**config.mk**
```make
export PLATFORM = sky130hd
export DESIGN_NAME = framebuffer_writer
export DESIGN_NICKNAME = d
export VERILOG_FILES = /design/src/rtl/framebuffer_writer_pkg.sv /design/src/rtl/framebuffer_writer.sv
export SDC_FILE = /design/constraint.sdc
export NUM_CORES = 1
export LEC_CHECK = 0
export BUFFER_PORTS_ARGS = -buffer_cell sky130_fd_sc_hd__buf_2
export CAP_MARGIN = 5
export CORE_MARGIN = 4
export CORE_UTILIZATION = 52
export DETAILED_ROUTE_END_ITERATION = 12
export PLACE_DENSITY = 0.79
export SLEW_MARGIN = 20
export SYNTH_ARGS = -nofsm -noshare
export SYNTH_HDL_FRONTEND = slang
export SYNTH_SLANG_ARGS = --single-unit
```
**constraint.sdc**
```tcl
create_clock -name clk -period 1.8 [get_ports clk]
set_clock_uncertainty 0.1 [all_clocks]
set_input_delay 0.18 -clock clk [delete_from_list [all_inputs] [get_ports clk]]
set_output_delay 0.18 -clock clk [all_outputs]
set_load 0.02 [all_outputs]
```
**src/rtl/framebuffer_writer_pkg.sv**
```systemverilog
//------------------------------------------------------------------------------
// fb_pkg : shared frame-buffer constants, state encoding and pixel address map
// Rev 1.0
//------------------------------------------------------------------------------
`default_nettype none

package fb_pkg;

  localparam int FB_WIDTH  = 64;
  localparam int FB_HEIGHT = 64;
  localparam int CLEAR_LEN = FB_WIDTH * FB_HEIGHT / 2;

  localparam int COL_W  = $clog2(FB_WIDTH);
  localparam int ROW_W  = $clog2(FB_HEIGHT);
  localparam int ADDR_W = $clog2(CLEAR_LEN);

  // Pixel byte layout {X,X,R,R,G,G,B,B}
  localparam int CHAN_W    = 2;
  localparam int RED_LSB   = 4;
  localparam int GREEN_LSB = 2;
  localparam int BLUE_LSB  = 0;

  localparam logic [ADDR_W-1:0] CLEAR_LAST = ADDR_W'(CLEAR_LEN - 1);

  typedef enum logic [1:0] {
    IDLE      = 2'd0,
    CLEAR     = 2'd1,
    WAIT_SWAP = 2'd2
  } fb_state_t;

  // Returns {half, row-within-half, column}; the scanner uses the same map.
  function automatic logic [ADDR_W:0] fb_map(input logic [COL_W-1:0] x,
                                              input logic [ROW_W-1:0] y);
    return {y[ROW_W-1], y[ROW_W-2:0], x};
  endfunction

endpackage

`default_nettype wire

```
**src/rtl/framebuffer_writer.sv**
```systemverilog
//------------------------------------------------------------------------------
// framebuffer_writer : CPU pixel writes, back-bank clear/fill, tear-free swap
// Rev 1.0
//------------------------------------------------------------------------------
`default_nettype none

module framebuffer_writer
  import fb_pkg::*;
(
  input  logic              clk,
  input  logic              rst,
  input  logic              wrValid,
  output logic              wrReady,
  input  logic [COL_W-1:0]  wrX,
  input  logic [ROW_W-1:0]  wrY,
  input  logic [7:0]        wrColor,
  input  logic              clearReq,
  input  logic [7:0]        fillColor,
  input  logic              swapReq,
  input  logic              displayDone,
  output logic              busy,
  output logic              swapped,
  output logic              frontBank,
  output logic [ADDR_W:0]   ramAddr,
  output logic [7:0]        ramData,
  output logic              ramWe0,
  output logic              ramWe1
);

  fb_state_t          state;
  logic               clear_pend;
  logic               swap_pend;
  logic [ADDR_W-1:0]  clear_cnt;
  logic [7:0]         fill;
  logic [ADDR_W:0]    wr_map;

  assign wr_map  = fb_map(wrX, wrY);
  assign wrReady = (state == IDLE) && !clear_pend && !swap_pend;
  assign busy    = (state != IDLE) || clear_pend || swap_pend;

  always_ff @(posedge clk or negedge rst) begin
    if (!rst) begin
      state      <= IDLE;
      frontBank  <= 1'b0;
      clear_pend <= 1'b0;
      swap_pend  <= 1'b0;
      clear_cnt  <= '0;
      fill       <= '0;
      ramAddr    <= '0;
      ramData    <= '0;
      ramWe0     <= 1'b0;
      ramWe1     <= 1'b0;
      swapped    <= 1'b0;
    end else begin
      ramWe0  <= 1'b0;
      ramWe1  <= 1'b0;
      swapped <= 1'b0;

      // Fill colour belongs to the request that set the flag; repeats are absorbed.
      if (clearReq && !clear_pend) begin
        clear_pend <= 1'b1;
        fill       <= fillColor;
      end
      if (swapReq) begin
        swap_pend <= 1'b1;
      end

      case (state)
        IDLE: begin
          if (wrValid && wrReady) begin
            ramAddr <= {~frontBank, wr_map[ADDR_W-1:0]};
            ramData <= wrColor;
            ramWe0  <= ~wr_map[ADDR_W];
            ramWe1  <= wr_map[ADDR_W];
          end
          if (clear_pend) begin
            state     <= CLEAR;
            clear_cnt <= '0;
          end else if (swap_pend) begin
            state <= WAIT_SWAP;
          end
        end

        CLEAR: begin
          ramAddr   <= {~frontBank, clear_cnt};
          ramData   <= fill;
          ramWe0    <= 1'b1;
          ramWe1    <= 1'b1;
          clear_cnt <= clear_cnt + 1'b1;
          if (clear_cnt == CLEAR_LAST) begin
            clear_pend <= 1'b0;
            state      <= IDLE;
          end
        end

        WAIT_SWAP: begin
          if (displayDone) begin
            frontBank <= ~frontBank;
            swapped   <= 1'b1;
            swap_pend <= 1'b0;
            state     <= IDLE;
          end
        end

        default: state <= IDLE;
      endcase
    end
  end

endmodule

`default_nettype wire

```
==> flow_metrics.env <==
export IMPL_slew_violations=0
export IMPL_rows=23
export IMPL_hold_start="fillColor[4]"
export IMPL_cpPeakStageDelay_ps=420
export IMPL_synth_top_area_cell="dfrtp_1"
export IMPL_slew_headroom=0.623
export IMPL_synthFlopType="dfrtp_1"
export IMPL_cp_cell_sequence="nor4_4, buf_12, inv_1, buf_2"
export IMPL_grt_pass1_vias=1905
export IMPL_fill_cells=339
export IMPL_ys_seq_elements=47
export IMPL_grt_use_total=0.230
export IMPL_power_mw=2.77
export IMPL_antenna_cells=0
export IMPL_maxCapViolations=0
export IMPL_synthesis_nets=257
export IMPL_numPortBuffers=59
export IMPL_wirelength_mm=5.69
export IMPL_insertion_delay_ps=300
export IMPL_status="completed"
export IMPL_cts_buffers=5
export IMPL_synth_top_cell_area_share=0.540
export IMPL_clock_path_buffers=2
export IMPL_antenna_found_initial=0
export IMPL_grt_pass1_wl_mm=9.29
export IMPL_ant_nets=0
export IMPL_endpoint="busy"
export IMPL_fp_dieW_um=72.7
export IMPL_setup_slack_ps=96.8
export IMPL_dieArea_um2=5290
export IMPL_synthTopCellsByArea="dfrtp_1 54%, nand2_1 7.9%, o211ai_1 6.9%"
export IMPL_firstDrtPassIters=4
export IMPL_p_leak_nw=1.32
export IMPL_r2r_start="state[0]"
export IMPL_netlist_area_um2=2180
export IMPL_finalSetupTns_ps=0
export IMPL_worst_slew_pin_slew_ps=566
export IMPL_drt_iter0_markers=256
export IMPL_finalCoreUtilization=0.709
export IMPL_synth_cells=222
export IMPL_synthTopCellsByCount="47 x dfrtp_1, 46 x nand2_1, 23 x nand3_1, 20 x o211ai_1"
export IMPL_period_share=0.946
export IMPL_async_flop_share=1.00
export IMPL_grt_ovfl_total=0
export IMPL_yosysSeqAreaShare=0.540
export IMPL_rrSetupSlack_ps=110
export IMPL_initial_core_util=0.540
export IMPL_final_instance_count_excl_fill=349
export IMPL_coreArea_um2=4030
export IMPL_reg2regPathDepth=6
export IMPL_cp_required_ps=1520
export IMPL_cp_arrival_ps=1420
export IMPL_setup_viol=0
export IMPL_crit_fanout=6
export IMPL_finalCriticalPeriod_ps=1700
export IMPL_yosys_warnings=0
export IMPL_cts_num_sinks=47
export IMPL_crit_family="flip-flops"
export IMPL_synth_edf_count=0
export IMPL_place_ws_ps=114
export IMPL_area_delta_synth_final_pct=31.1
export IMPL_cts_tree="yes"
export IMPL_grt_max_degree=27
export IMPL_cp_num_cells=4
export IMPL_wl_per_cell_um=16.3
export IMPL_crit_path_top_delay_cell="dfrtp_2"
export IMPL_hold_path_class="input pin to flip-flop"
export IMPL_layout_drive_gt1_share=0.338
export IMPL_worst_path_buf_inv=3
export IMPL_rsz0062_at_grt="no"
export IMPL_place_hpwl_mm=3.73
export IMPL_viasPerCell=5.62
export IMPL_cts_root_buf="clkbuf_8"
export IMPL_crit_start="state[0]"
export IMPL_clkTransAtPathRegs_ps=90
export IMPL_syn_avg_cell_area_um2=9.81
export IMPL_place_gp_congestion=0.887
export IMPL_placed_cells=327
export IMPL_ir_drop_mv=0.635
export IMPL_boundaryPins=60
export IMPL_cp_start_kind="flip-flop"
export IMPL_drc=0
export IMPL_vias=1960
export IMPL_ys_types=36
export IMPL_crit_type="flip-flop to output port"
export IMPL_fmax_ghz=0.587
export IMPL_yosysMostFrequentCell="dfrtp_1"
export IMPL_reg2reg_to="ramAddr[3]"
export IMPL_die_h_um=72.7
export IMPL_finalHoldViolations=0
export IMPL_final_nets=334
export IMPL_end_kind="output port"
export IMPL_cts_htree_levels=2
export IMPL_powerDensity_nw_per_um2=971
cells in the final DEF, fill, tap and decap left out, drive strengths merged, types with 2 or more instances in the layout:
master and instances:
nor3 2, or4 2, nand2 46, and3 2
nand3 23, nor2 6, mux2 8, buf 78
o22ai 2, or3b 2, o211ai 20, nor2b 4
clkbuf 5, a21oi 3, a31oi 8, mux2i 2
nand4 2, dlygate4sd3 8, dfrtp 47, inv 6
a22o 2, o21ai 5
worst reg2reg max path, cell delays in order, from the launching register on:
cell      delay (ps)
dfrtp_2          420
nor4_4           350
buf_4            180
buf_4            100
and2_4           140
buf_12           150
o211ai_1         130
per-layer routing:
layer / up-vias / GRT usage / wire length, um
li1: 942 / - / -
met1: 935 / 0.314 / 2470
met2: 68 / 0.350 / 2720
met3: 15 / 0.0551 / 333
met4: 0 / 0.0984 / 159
met5: - / 0 / 0
per-stage QoR:
stage               instance area (um2)  hold WS [ps]
global route                       2860          2.67
floorplan                          2180          -216
detailed placement                 2590           100
finish                             2860          8.83
global placement                   2590           102
CTS                                2830          1.36
flip-flops by register name (all words and copies together) (netlist names):
register    count
clear_cnt      11
swapped         1
ramData         8
clear_pend      1
state           2
frontBank       1
fill            8
ramAddr        12
swap_pend       1
ramWe0          1
ramWe1          1
logic make-up (layout without fill, tap and decap cells):
group / after synthesis / in the layout / synth area share
AO/OA/AOI/OAI: 47 / 47 / 0.152
XOR/XNOR: 1 / 1 / 0.00402
adder cells (fa/ha/maj): 1 / 1 / 0.00575
buffers and inverters: 22 / 99 / 0.0437
flip-flops: 47 / 47 / 0.540
multiplexers: 10 / 10 / 0.0506
AND/OR/NAND/NOR: 94 / 94 / 0.204
final cells by class:
cell class	instances	area [um2]	share of cell area
Sequential cell	47	1180	0.413
Clock inverter	2	37.5	0.0131
Timing Repair Buffer	86	563	0.197
Multi-Input combinational cell	153	922	0.323
Inverter	6	22.5	0.00789
Tap cell	50	62.6	0.0219
Clock buffer	5	68.8	0.0241
worst min path at each step:
stage / endpoint / slack (ps) / cells past startpoint
2_1_floorplan: clear_cnt[0] / -220 / 0
3_3_place_gp: fill[6] / 100 / 1
3_5_place_dp: ramData[6] / 100 / 1
4_1_cts: fill[4] / 1 / 2
5_1_grt: fill[4] / 3 / 2
6_report: fill[4] / 9 / 2
report_power, final:
part / switching (mW) / total [mW] / internal [mW]
clock: 0.353 / 0.758 / 0.406
combinational: 0.340 / 0.611 / 0.270
sequential: 0.171 / 1.40 / 1.23
repair_timing:
| item | 4_1_cts | 5_1_grt |
|---|---|---|
| setup buffers | 4 | 2 |
| gates resized for setup | 1 | 4 |
| endpoints found under the hold margin | 31 | 1 |
| endpoints found under the setup margin | 2 | 13 |
| pin swaps | 1 | 2 |
| cloned | 1 | 0 |
| hold buffers | 7 | 1 |
(Power assumes the default switching activity.)
